### config.mk
export PLATFORM = sky130hd
export DESIGN_NAME = adc_sample_source
export DESIGN_NICKNAME = d
export VERILOG_FILES = /design/src/rtl/dsp_pkg.sv /design/src/rtl/sample_tick_gen.sv /design/src/rtl/adc_sample_source.sv
export SDC_FILE = /design/constraint.sdc
export NUM_CORES = 1
export LEC_CHECK = 0
export ABC_AREA = 1
export BUFFER_PORTS_ARGS = -buffer_cell sky130_fd_sc_hd__buf_4
export CAP_MARGIN = 25
export CORE_UTILIZATION = 55
export CTS_CLUSTER_SIZE = 16
export DETAILED_ROUTE_END_ITERATION = 12
export PLACE_DENSITY = 0.76
export SETUP_SLACK_MARGIN = 0.1
export SKIP_LAST_GASP = 1
export SYNTH_ARGS = -nofsm -noshare
export SYNTH_HDL_FRONTEND = slang
export SYNTH_HIERARCHICAL = 1
export SYNTH_SLANG_ARGS = --single-unit
### constraint.sdc
create_clock -name ck -period 2.03 [get_ports ck]
set_clock_uncertainty 0.05 [all_clocks]
set_input_delay 0.3045 -clock ck [delete_from_list [all_inputs] [get_ports ck]]
set_output_delay 0.3045 -clock ck [all_outputs]
set_load 0.02 [all_outputs]
### src/rtl/dsp_pkg.sv
// Shared types and constants for the audio DSP chain (ADC source, FIR, DAC).
package dsp_pkg;

  localparam int SAMPLE_WIDTH    = 16;
  // Cycles the downstream FIR needs between accepted samples.
  localparam int FIR_BUSY_CYCLES = 19;

  typedef logic signed [SAMPLE_WIDTH-1:0] sample_t;

  typedef enum logic [1:0] {
    ST_IDLE   = 2'd0,
    ST_SELECT = 2'd1,
    ST_SHIFT  = 2'd2,
    ST_DONE   = 2'd3
  } adc_state_t;

  // A sample period must hold a full conversion (select, shift, done, one idle)
  // and must not be shorter than the FIR's processing time.
  function automatic bit adc_params_ok(input int width, input int sample_div,
                                       input int sclk_half);
    return (sclk_half >= 1) &&
           (sample_div >= 2 * width * sclk_half + 3) &&
           (sample_div >= FIR_BUSY_CYCLES + 1);
  endfunction

endpackage

### src/rtl/sample_tick_gen.sv
// Sample-rate divider: one-cycle tick every SAMPLE_DIV enabled clock cycles.
module sample_tick_gen
  import dsp_pkg::*;
#(
  parameter int SAMPLE_DIV = 64
) (
  input  logic ck,
  input  logic rst_n,
  input  logic en,
  output logic tick
);

  localparam int CW = (SAMPLE_DIV > 1) ? $clog2(SAMPLE_DIV) : 1;
  localparam logic [CW-1:0] DIV_LAST = CW'(SAMPLE_DIV - 1);

  logic [CW-1:0] div_r;

  // Count 0..SAMPLE_DIV-1 while enabled; park at zero while disabled
  always_ff @(posedge ck or negedge rst_n) begin
    if (!rst_n) begin
      div_r <= '0;
    end else if (!en) begin
      div_r <= '0;
    end else if (div_r == DIV_LAST) begin
      div_r <= '0;
    end else begin
      div_r <= div_r + CW'(1);
    end
  end

  assign tick = en && (div_r == DIV_LAST);

endmodule

### src/rtl/adc_sample_source.sv
// Serial ADC reader: on each sample tick, clocks a WIDTH-bit word out of the
// ADC (mode 0, MSB first) and presents it with a one-cycle ready pulse.
module adc_sample_source
  import dsp_pkg::*;
#(
  parameter int WIDTH      = 16,
  parameter int SAMPLE_DIV = 64,
  parameter int SCLK_HALF  = 1
) (
  input  logic                    ck,
  input  logic                    rst_n,
  input  logic                    en,
  input  logic                    sdata,
  input  logic                    clr_overrun,
  output logic                    cs_n,
  output logic                    sclk,
  output logic signed [WIDTH-1:0] sample,
  output logic                    sample_ready,
  output logic                    overrun
);

  localparam int HW = (SCLK_HALF > 1) ? $clog2(SCLK_HALF) : 1;
  localparam int BW = $clog2(WIDTH + 1);
  localparam logic [HW-1:0] HALF_LAST = HW'(SCLK_HALF - 1);
  localparam logic [BW-1:0] BITS_ALL  = BW'(WIDTH);

  if (!adc_params_ok(WIDTH, SAMPLE_DIV, SCLK_HALF)) begin : g_param_check
    $error("adc_sample_source: SAMPLE_DIV/SCLK_HALF/WIDTH combination is illegal");
  end

  adc_state_t       state_r;
  logic [WIDTH-1:0] shift_r;
  logic [BW-1:0]    bit_cnt_r;
  logic [HW-1:0]    half_cnt_r;
  logic             tick_s;

  sample_tick_gen #(
    .SAMPLE_DIV(SAMPLE_DIV)
  ) u_tick (
    .ck   (ck),
    .rst_n(rst_n),
    .en   (en),
    .tick (tick_s)
  );

  // Conversion sequencer: select, shift WIDTH bits on sclk rising edges, publish
  always_ff @(posedge ck or negedge rst_n) begin
    if (!rst_n) begin
      state_r      <= ST_IDLE;
      cs_n         <= 1'b1;
      sclk         <= 1'b0;
      sample       <= '0;
      sample_ready <= 1'b0;
      shift_r      <= '0;
      bit_cnt_r    <= '0;
      half_cnt_r   <= '0;
    end else begin
      sample_ready <= 1'b0;
      case (state_r)
        ST_IDLE: begin
          cs_n <= 1'b1;
          sclk <= 1'b0;
          if (tick_s) begin
            state_r <= ST_SELECT;
            cs_n    <= 1'b0;
          end
        end
        ST_SELECT: begin
          state_r    <= ST_SHIFT;
          half_cnt_r <= '0;
          bit_cnt_r  <= '0;
        end
        ST_SHIFT: begin
          if (half_cnt_r == HALF_LAST) begin
            half_cnt_r <= '0;
            sclk       <= ~sclk;
            if (!sclk) begin
              // The edge raising sclk captures the bit the ADC has held stable.
              shift_r   <= {shift_r[WIDTH-2:0], sdata};
              bit_cnt_r <= bit_cnt_r + BW'(1);
            end else if (bit_cnt_r == BITS_ALL) begin
              // Last falling edge: deselect and publish in the same cycle.
              state_r      <= ST_DONE;
              cs_n         <= 1'b1;
              sample       <= shift_r;
              sample_ready <= 1'b1;
            end
          end else begin
            half_cnt_r <= half_cnt_r + HW'(1);
          end
        end
        ST_DONE: begin
          state_r <= ST_IDLE;
          cs_n    <= 1'b1;
          sclk    <= 1'b0;
        end
        default: begin
          state_r <= ST_IDLE;
          cs_n    <= 1'b1;
          sclk    <= 1'b0;
        end
      endcase
    end
  end

  // Sticky overrun: a tick outside IDLE is dropped and flagged; set beats clear
  always_ff @(posedge ck or negedge rst_n) begin
    if (!rst_n) begin
      overrun <= 1'b0;
    end else if (tick_s && (state_r != ST_IDLE)) begin
      overrun <= 1'b1;
    end else if (clr_overrun) begin
      overrun <= 1'b0;
    end else begin
      overrun <= overrun;
    end
  end

endmodule

==> metrics.csv, run 1 <==
stage;metric;value;unit
die;die-area;4180;um2
global_routing;grt_overflow;0;
critical_path;worst_ep_arrival_time;1800;ps
global_routing;antenna_found_initial;0;
cells_and_area;layout_commonest_cell;nand2_1;
global_routing;grt_pass1_vias;1518;
die;die_height;64.7;um
global_routing;grt_usage;0.203;
critical_path;crit_slowest_cell;dfrtp_1;
routing;viasPerCell;5.03;
critical_path;worstSetupPathType;reg2reg;
routing;ant_nets;0;
critical_path;critPathMaxStageDelay;420;ps
die;die_w;64.7;um
sta;whs;133;ps
critical_path;reg2regPathDepth;9;
outcome;status;finished clean;
power_and_ir_drop;powerDensity;640;nW/um2
sta;slew_headroom;0.608;
cells_and_area;final_cell_mix;nand2_1 (107), dfrtp_1 (48), buf_4 (25), o21ai_0 (21), inv_1 (18);
routing;dr_total_vias;1621;
routing;drc;0;
place;io_buffers;24;
critical_path;cp_num_cells;9;
critical_path;start_kind;flop;
critical_path;ff2ff_setup_slack;360;ps
critical_path;critical_path_buf_inv_count;3;
sta;finalHoldViolations;0;
sta;fin_crit_sh;0.822;
cells_and_area;fin_area;2460;um2
sta;rsz0062_at_grt;no;
routing;drtIter0Drc;117;
die;io_pins;25;
sta;setup_viol;0;
place;place.gp.congestion;0.888;
clocking;cts-root-buf;clkbuf_8;
routing;wire_per_inst;11.5;um
yosys;synth_seq_cells;49;
routing;wirelength;3.70;mm
cells_and_area;antennaDiodeCount;0;
clocking;clock_latency;290;ps
min_path;hold_depth;2;
place;dpl_worst_slack;319;ps
run;cap_viol_max_count;0;
power_and_ir_drop;max-vdd-ir-drop;0.457;mV
clocking;path_clk_slew;80;ps
die;start_util;0.581;
critical_path;critPathMaxFanout;19;
sta;tightest_slew;588;ps
global_routing;grt_max_degree;50;
clocking;cts_tree;done;
yosys;avgSynthCellArea;8.75;um2
yosys;yosysWarnings;6;
yosys;synthesis.area;2160;um2
clocking;cts_buffer_depth;2;
yosys;yosysSeqAreaShare;0.568;
die;row_count;22;
clocking;cts_buffers;5;
yosys;synth_fp_nets;260;
critical_path;cp.required;2170;ps
yosys;netlist_instances;247;
place;place_area;2360;um2
critical_path;crit_top_cell;nand2_1;
cells_and_area;syn2layout_area_growth;14.0;%
clocking;cts_sinks;49;
min_path;holdCritPathClass;in2reg;
die;core-area;3720;um2
cells_and_area;final_util;0.663;
critical_path;end_kind;flop;
power_and_ir_drop;leakagePower;0.00138;uW
global_routing;grt_pass1_wl;6.51;mm
critical_path;crit_chain;inv_1 -> ha_1 -> nand2_1 -> buf_4 -> nand2_1 -> inv_1 -> nand2_1 -> nand2_1 -> nand2_1;
sta;period_needed;1670;ps
sta;drv_slew;0;
critical_path;critical-path-top-delay-family;buffers and inverters;
clocking;cts-htree-levels;2;
cells_and_area;nets;286;
place;dp.final_hpwl;2.50;mm
yosys;yosys.cell_types.count;27;
sta;setup_tns;0;ps
sta;fin_ws;361;ps
routing;first_pass_iters;4;
sta;max_freq;599;MHz
cells_and_area;drive_above_1_share;0.150;
[cells by family after synthesis]
| group | share of synthesized area |
|---|---|
| and+or+nand+nor | 0.255 |
| DFF | 0.568 |
| AOI/OAI and AO/OA | 0.0730 |
| buffers and inverters | 0.0538 |
| adders and majority gates | 0.0463 |
| xor gates and xnor gates | 0.00405 |
[power by group]
group          internal, uW  total [uW]  switching, uW
combinational          11.5        36.6           25.1
clock                   244         554            310
sequential              980         986           6.21
total                  1240        1580            341
[synthesized netlist by cell type]
| library cell | number | area [um2] |
|---|---|---|
| ha_1 | 8 | 100 |
| buf_4 | 2 | 15.0 |
| buf_2 | 2 | 10.0 |
| inv_2 | 1 | 3.75 |
| o21bai_1 | 1 | 7.51 |
| a21oi_1 | 4 | 20.0 |
| inv_1 | 18 | 67.6 |
| nor2_2 | 1 | 6.26 |
| o21ai_1 | 2 | 10.0 |
| clkbuf_1 | 1 | 3.75 |
| nand3_1 | 8 | 40.0 |
| nand2_1 | 107 | 402 |
| buf_6 | 1 | 11.3 |
| o21ai_0 | 21 | 105 |
| nand3_2 | 1 | 10.0 |
| or2_2 | 1 | 6.26 |
| nor2_8 | 1 | 20.0 |
| nor3b_1 | 1 | 7.51 |
| xor2_1 | 1 | 8.76 |
| clkbuf_2 | 1 | 5.00 |
| dfrtp_1 | 48 | 1200 |
| dfstp_2 | 1 | 26.3 |
| nor2_1 | 11 | 41.3 |
| o22ai_1 | 1 | 6.26 |
| o21ai_2 | 1 | 8.76 |
| nand2_4 | 1 | 11.3 |
| nand2_2 | 1 | 6.26 |
[sequential cells by signal, summed over array words and instances, names as in the netlist]
name,count
sample_ready,1
state_r,2
overrun,1
shift_r,16
bit_cnt_r,5
sclk,1
u_tick/div_r,6
cs_n,1
sample,16
[path summary, 6_finish.rpt]
check,endpoint,from
worst max register to register,state_r[0],state_r[0]
min in group asynchronous,u_tick/div_r[0],rst_n
worst min register to register,cs_n,cs_n
worst min-delay path,overrun,clr_overrun
max in group asynchronous,bit_cnt_r[2],rst_n
worst max-delay path,state_r[0],state_r[0]
[through the flow]
stage | power, uW | cells
after floorplan | 1010 | 247
final | 1580 | 322
after CTS | 1590 | 322
after detailed placement | 1040 | 313
after global placement | 1040 | 313
after global routing | 1640 | 322
[cell type report]
type | count | area [um2]
sequential | 49 | 1230
tap | 48 | 60.1
clock inverter | 1 | 7.51
multi-input combinational | 172 | 822
fill | 333 | 1250
inverter | 19 | 71.3
clock buffer | 7 | 76.3
timing repair buffer | 26 | 198
[what timing repair did]
action,CTS,global route
hold endpoints to repair,48,0
gates resized for setup,0,1
endpoints found under the setup margin,0,1
hold buffers,1,0
buffers inserted,0,0
[layer usage]
layer  wire length, um  share of wire  up-vias  track usage
li1                  -              -      820            -
met5                 0              0        -            0
met1              1820           0.49      772        0.266
met3               123          0.033        5       0.0423
met2              1710           0.46       24        0.336
met4                38          0.010        0       0.0694
(Power assumes the default switching activity.)
==> run 2: changes to the inputs <==
Settings changed: ABC_AREA 1 to 0, CORE_UTILIZATION 55 to 51, PLACE_DENSITY 0.76 to 0.74.
Clock period 2.03 ns to 1.4 ns, I/O delays scaled along.
==> run 2 against run 1 <==
The flow now finishes with violations (negative setup slack). Sequential share of layout area is 8.6 points lower. Critical path depth decreased by 3. Non-clock buffer count is 32 higher. Fmax decreased by 2.1%. Sequential power grew 54%. Routed wire length rose by 23%. Synthesized area is 1.7% lower. Core utilization is 8.1 points higher. Via count shrank 11%. Largest cell class unchanged. Largest power group unchanged.
==> metrics.csv, run 2 <==
stage;metric;value;unit;change
global_routing;grt_overflow;0;;unchanged
critical_path;end_kind;flop;;
yosys;netlist_instances;155;;-37%
clocking;cts_buffer_depth;2;;unchanged
sta;whs;50.7;ps;-82.8 ps
critical_path;timing.rr.start;bit_cnt_r[0];;
cells_and_area;final_cells;265;;-18%
sta;fin_ws;-305;ps;-666 ps
place;dpl_worst_slack;-292;ps;-611 ps
die;die_height;66.5;um;+2.9%
routing;dr_total_vias;1437;;-11%
yosys;synth_top_area_share;0.566;;+0.00983
critical_path;critical-path-top-delay-family;simple AND/OR/NAND/NOR gates;;
yosys;synth.most_common_cell;dfrtp_1;;
sta;setup_tns;-7010;ps;-7010 ps
die;die_w;66.5;um;+2.9%
die;start_util;0.531;;-0.0507
sta;slew_headroom;0.597;;-0.0116
yosys;yosysSeqAreaShare;0.578;;+0.0100
routing;drt-met1-wl;1.85;mm;+1.4%
yosys;synth_fp_nets;168;;-35%
critical_path;crit_slowest_cell;dfrtp_1;;
yosys;synth_edf_count;0;;unchanged
yosys;yosys.cell_types.count;35;;+30%
critical_path;crit_chain;inv_1 -> ha_1 -> nor3b_4 -> and4_4 -> buf_6 -> mux2_2;;
clocking;cts-htree-levels;2;;unchanged
global_routing;antenna_found_initial;0;;unchanged
routing;viasPerCell;5.42;;+7.7%
min_path;holdCritPathClass;in2reg;;
yosys;yosys.area.top_type;dfrtp_1;;
sta;tightest_slew;605;ps;+17.4 ps
global_routing;grt_usage;0.202;;-0.000769
routing;dr_wl_met3;141;um;+15%
die;row_count;23;;+4.5%
outcome;violations;negative setup slack;;
sta;fin_crit_sh;1.22;;+0.396
global_routing;grt_pass1_wl;6.55;mm;+0.65%
routing;routed-wl-met2;2.44;mm;+43%
yosys;synthArstFlopShare;1.00;;unchanged
cells_and_area;layout_commonest_cell;dfrtp_1;;
sta;rsz0062_at_grt;yes;;
die;core-area;4000;um2;+7.6%
yosys;synthTopCellsByCount;dfrtp_1 (48), mux2_2 (23), inv_1 (9), mux2_4 (9), nand2_1 (9);;
yosys;synth_flop_cell;dfrtp_1;;
sta;period_needed;1700;ps;+36.1 ps
power_and_ir_drop;leakagePower;0.00136;uW;-1.4%
routing;first_pass_iters;4;;unchanged
clocking;cts_buffers;5;;unchanged
yosys;yosysWarnings;6;;unchanged
critical_path;worst_ep_arrival_time;1840;ps;+40 ps
cells_and_area;ff_latch_area;1230;um2;unchanged
cells_and_area;final_cell_mix;dfrtp_1 (48), buf_4 (45), mux2_4 (25), buf_6 (9);;
clocking;cts-root-buf;clkbuf_8;;
critical_path;critPathMaxStageDelay;380;ps;-40 ps
critical_path;cp.required;1530;ps;-640 ps
clocking;cts_tree;done;;
min_path;hold_path.startpoint;clr_overrun;;
power_and_ir_drop;powerDensity;864;nW/um2;+35%
outcome;status;finished, violations left;;
place;io_buffers;24;;unchanged
sta;drv_slew;0;;unchanged
place;place.gp.congestion;0.853;;-4.0%
global_routing;grt_pass1_vias;1400;;-7.8%
critical_path;critPathMaxFanout;8;;-11
place;dp.final_hpwl;2.77;mm;+11%
cells_and_area;drive_above_1_share;0.572;;+0.422
yosys;synthesis.area;2120;um2;-1.7%
critical_path;start_kind;flop;;
critical_path;cp-startpoint;bit_cnt_r[0];;
cells_and_area;syn2layout_area_growth;40.0;%;
global_routing;grt_max_degree;50;;unchanged
yosys;synth_seq_cells;49;;unchanged
yosys;synth_area_leaders;dfrtp_1 (57%), mux2_2 (12%), mux2_4 (6.4%);;
place;dp_cells;246;;-21%
cells_and_area;reg_top3;sample: 16 flops, shift_r: 16 flops, u_tick/div_r: 6 flops;;
clocking;cts_sinks;49;;unchanged
routing;wirelength;4.55;mm;+23%
clocking;clock_latency;290;ps;about the same
cells_and_area;fill_cells;231;;-31%
cells_and_area;multi_input_area;1050;um2;+27%
sta;max_freq;587;MHz;-2.1%
power_and_ir_drop;max-vdd-ir-drop;0.735;mV;+61%
routing;wire_per_inst;17.2;um;+49%
sta;setup_viol;38;;+38
yosys;avgSynthCellArea;13.7;um2;+57%
critical_path;worstSetupPathType;reg2reg;;
routing;ant_nets;0;;unchanged
critical_path;critical_path_buf_inv_count;2;;-1
cells_and_area;nets;228;;-20%
die;io_pins;25;;unchanged
routing;top_layer;met4;;
routing;drc;0;;unchanged
clocking;path_clk_slew;80;ps;about the same
run;cap_viol_max_count;0;;unchanged
routing;drtIter0Drc;57;;-51%
cells_and_area;antennaDiodeCount;0;;unchanged
sta;finalHoldViolations;0;;unchanged
die;die-area;4430;um2;+5.8%
[run 2: final timing paths]
check	to	cells after the start	slack [ps]
setup reg to reg	sample[7]	6	-300
setup / recovery	sample[7]	6	-300
hold reg to reg	sample[3]	1	470
min in group asynchronous	sample[5]	2	420
hold / removal	overrun	2	50
max in group asynchronous	bit_cnt_r[1]	2	480
[run 2: worst reg2reg max path, delay by kind of cell, from the launching register on]
kind | cells | cell delay (ps)
multiplexers | 1 | 340
adder cells (fa/ha/maj) | 1 | 140
AND/OR/NAND/NOR | 2 | 470
buffers and inverters | 2 | 220
flip-flops | 1 | 380
[run 2: logic make-up after synthesis]
logic type	Yosys count	share of synthesized area
buf+inv	14	0.0377
flops	49	0.578
compound gates	12	0.0354
mux	34	0.195
xor+xnor	4	0.0165
simple gates	34	0.0902
fa+ha+maj	8	0.0471
[run 2: report_power, final]
part	internal [uW]	switching, uW
clock	391	437
combinational	119	101
sequential	1470	49.7
[run 2: layout make-up]
class / count / area share
Tap cell: 50 / 0.0210
Sequential cell: 49 / 0.413
Inverter: 9 / 0.0122
Timing Repair Buffer: 58 / 0.171
Clock buffer: 6 / 0.0278
Multi-Input combinational cell: 92 / 0.352
Clock inverter: 1 / 0.00253
[run 2: per-layer routing]
layer	global-route usage	up-vias
li1	-	660
met1	0.242	729
met2	0.351	33
met3	0.0428	15
met4	0.0851	0
met5	0	-
[run 2: timing repair]
item                                   CTS  global route
setup buffers                            3            11
endpoints found under the hold margin   48             0
hold buffers                             1             0
cloned                                   0             1
pin swaps                                8            10
gates resized for setup                 21            37
setup endpoints to repair               41            47
[run 2: per-stage QoR]
step                cell area [um2]  utilization  power [uW]
CTS                            2740        0.686        2570
global route                   2970        0.743        2660
floorplan                      2170            -        1630
finish                         2970        0.743        2570
detailed placement             2530        0.633        1740
global placement               2530        0.633        1730
==> run 3: changes to the inputs <==
Settings changed: CELL_PAD_IN_SITES_DETAIL_PLACEMENT set to 1, CELL_PAD_IN_SITES_GLOBAL_PLACEMENT set to 1, CORE_UTILIZATION 51 to 50, CTS_CLUSTER_SIZE 16 to not set, PLACE_DENSITY 0.74 to not set, PLACE_DENSITY_LB_ADDON set to 0.1.
Clock period 1.4 ns to 2.1 ns, I/O delays scaled along.
==> run 3 against run 2 <==
The run now ends clean. Die area up 1.9%. Flip-flop and latch count unchanged. Total power down 35%. Critical path type unchanged. Non-clock buffer count down 31. Setup slack better by 490 ps. Via count down 11%. Fmax down 11%. Core utilization down 13 points. Design area down 18%. Register-to-register slack better by 490 ps. Combinational power down 46%. Highest routed layer unchanged. Largest cell class unchanged.
==> metrics.csv, run 3 (synthesized netlist as in run 2, its figures left out) <==
stage;metric;value;unit;change
clocking;path_clk_slew;90;ps;about the same
cells_and_area;antennaDiodeCount;0;;unchanged
clocking;cts_tree;done;;
place;dp.final_hpwl;2.58;mm;-7.0%
clocking;cts-htree-levels;2;;unchanged
routing;wire_per_inst;16.1;um;-6.3%
global_routing;grt_usage;0.203;;+0.000261
clocking;cts_sinks;49;;unchanged
power_and_ir_drop;pwr-share-clk;0.321;;about the same
power_and_ir_drop;max-vdd-ir-drop;0.460;mV;-37%
power_and_ir_drop;total_power;1660;uW;-35%
global_routing;grt_pass1_wl;6.62;mm;+1.2%
cells_and_area;reg_top3;sample: 16 flops, shift_r: 16 flops, u_tick/div_r: 6 flops;;
outcome;status;finished clean;;
cells_and_area;layout_commonest_cell;dfrtp_1;;
cells_and_area;fin_area;2450;um2;-18%
place;place_area;2350;um2;-7.2%
die;io_pins;25;;unchanged
critical_path;critical-path-top-delay-family;simple AND/OR/NAND/NOR gates;;
clocking;cts-root-buf;clkbuf_8;;
routing;viasPerCell;5.46;;+0.68%
cells_and_area;fill_cells;407;;+76%
min_path;holdCritPathClass;in2reg;;
place;io_buffers;24;;unchanged
routing;drc;0;;unchanged
place;dp_cells;226;;-8.1%
critical_path;critPathMaxFanout;17;;+9
die;row_count;23;;unchanged
sta;rsz0062_at_grt;no;;
routing;ant_nets;0;;unchanged
cells_and_area;final_cell_mix;dfrtp_1 (48), buf_4 (25), mux2_2 (23);;
cells_and_area;drive_above_1_share;0.384;;-0.188
sta;slew_headroom;0.598;;+0.000952
sta;fin_crit_sh;0.911;;-0.306
routing;first_pass_iters;4;;unchanged
routing;wirelength;3.78;mm;-17%
cells_and_area;syn2layout_area_growth;15.4;%;
die;die_height;67.2;um;+0.96%
sta;setup_tns;0;ps;+7010 ps
global_routing;grt_max_degree;50;;unchanged
critical_path;end_kind;flop;;
power_and_ir_drop;p_int;1270;uW;-36%
routing;dr_total_vias;1283;;-11%
cells_and_area;final_cells;235;;-11%
critical_path;crit_slowest_cell;dfrtp_1;;
place;place.gp.congestion;0.751;;-12%
clocking;cts_buffers;5;;unchanged
critical_path;start_kind;flop;;
cells_and_area;ff_latch_area;1230;um2;unchanged
critical_path;critPathMaxStageDelay;440;ps;+60 ps
sta;max_freq;523;MHz;-11%
power_and_ir_drop;p_switching;388;uW;-34%
power_and_ir_drop;seqPwrFrac;0.608;;+0.016
cells_and_area;multi_input_area;827;um2;-21%
critical_path;worst_ep_arrival_time;2050;ps;+210 ps
sta;drv_slew;0;;unchanged
global_routing;grt_pass1_vias;1366;;-2.4%
clocking;cts_buffer_depth;2;;unchanged
run;cap_viol_max_count;0;;unchanged
global_routing;antenna_found_initial;0;;unchanged
cells_and_area;nets;197;;-14%
clocking;post-cts-setup-buffer-count;0;;-3
power_and_ir_drop;p_sw_frac;0.234;;+0.00511
power_and_ir_drop;p_comb_frac;0.071;;-0.015
sta;finalHoldViolations;0;;unchanged
sta;period_needed;1910;ps;+209 ps
die;start_util;0.527;;-0.00379
sta;whs;150;ps;+99.2 ps
sta;setup_viol;0;;-100%
die;die-area;4510;um2;+1.9%
die;core-area;4030;um2;+0.72%
critical_path;cp.required;2240;ps;+710 ps
sta;tightest_slew;604;ps;-1.43 ps
power_and_ir_drop;powerDensity;677;nW/um2;-22%
critical_path;critical_path_buf_inv_count;2;;unchanged
critical_path;crit_chain;inv_1 -> ha_1 -> nor3b_4 -> and4_1 -> buf_12 -> mux2_2;;
clocking;clock_latency;300;ps;about the same
routing;drtIter0Drc;71;;+25%
critical_path;worstSetupPathType;reg2reg;;
global_routing;grt_overflow;0;;unchanged
die;die_w;67.2;um;+0.96%
power_and_ir_drop;leakagePower;0.00110;uW;-19%
-- run 3: cell count changes in the layout (fill, tap and decap cells not counted), moves of 3 or more --
cell	change
ha_4	-5
buf_4	-20
mux2_4	-16
inv_2	-4
ha_1	+4
inv_1	+5
mux2_2	+16
o21ai_1	-3
o21ai_0	+3
buf_6	-9
-- run 3: power by group through the flow --
stage	registers [uW]	logic (uW)	clock network (uW)
3_3_place_gp	1020	115	0
4_1_cts	1010	121	541
5_1_grt	1020	131	580
2_1_floorplan	1040	42.8	0
3_5_place_dp	1030	118	0
6_report	1010	118	532
-- run 3: cell type report --
type / count / share of cell area
Tap cell: 50 / 0.0255
Multi-Input combinational cell: 92 / 0.337
Clock buffer: 6 / 0.0296
Sequential cell: 49 / 0.501
Inverter: 9 / 0.0138
Timing Repair Buffer: 27 / 0.0888
Clock inverter: 2 / 0.00408
-- run 3: timing repair --
item                       in CTS  in global routing
hold buffers                    1                  0
setup endpoints to repair       0                 24
resized for setup               0                  2
hold endpoints to repair       48                  0
-- run 3: worst register-to-register path, delay by kind of cell (launching register included) --
family        cells  cell delay [ps]
mux               1              360
flops             1              440
fa+ha+maj         1              140
buf+inv           2              280
simple gates      2              530
-- run 3: path summary, 6_finish.rpt --
| check | from | to | slack (ps) | cells past startpoint |
|---|---|---|---|---|
| setup / recovery | bit_cnt_r[0] | sample[10] | 190 | 6 |
| hold / removal | clr_overrun | overrun | 150 | 2 |
| setup reg to reg | bit_cnt_r[0] | sample[10] | 190 | 6 |
| hold reg to reg | u_tick/div_r[0] | u_tick/div_r[0] | 440 | 1 |
| max in group asynchronous | rst_n | u_tick/div_r[3] | 1080 | 2 |
| min in group asynchronous | rst_n | bit_cnt_r[2] | 500 | 2 |
-- run 3: metal layers --
metal	routed length [um]	GRT usage
met1	1740	0.277
met2	1860	0.310
met3	109	0.0405
met4	67	0.0957
met5	0	0
-- run 3: metrics by stage --
step           setup slack [ps]   util
3_5_place_dp                172  0.583
2_1_floorplan               372      -
6_report                    186  0.608
3_3_place_gp                286  0.583
5_1_grt                    82.4  0.608
4_1_cts                     157  0.606
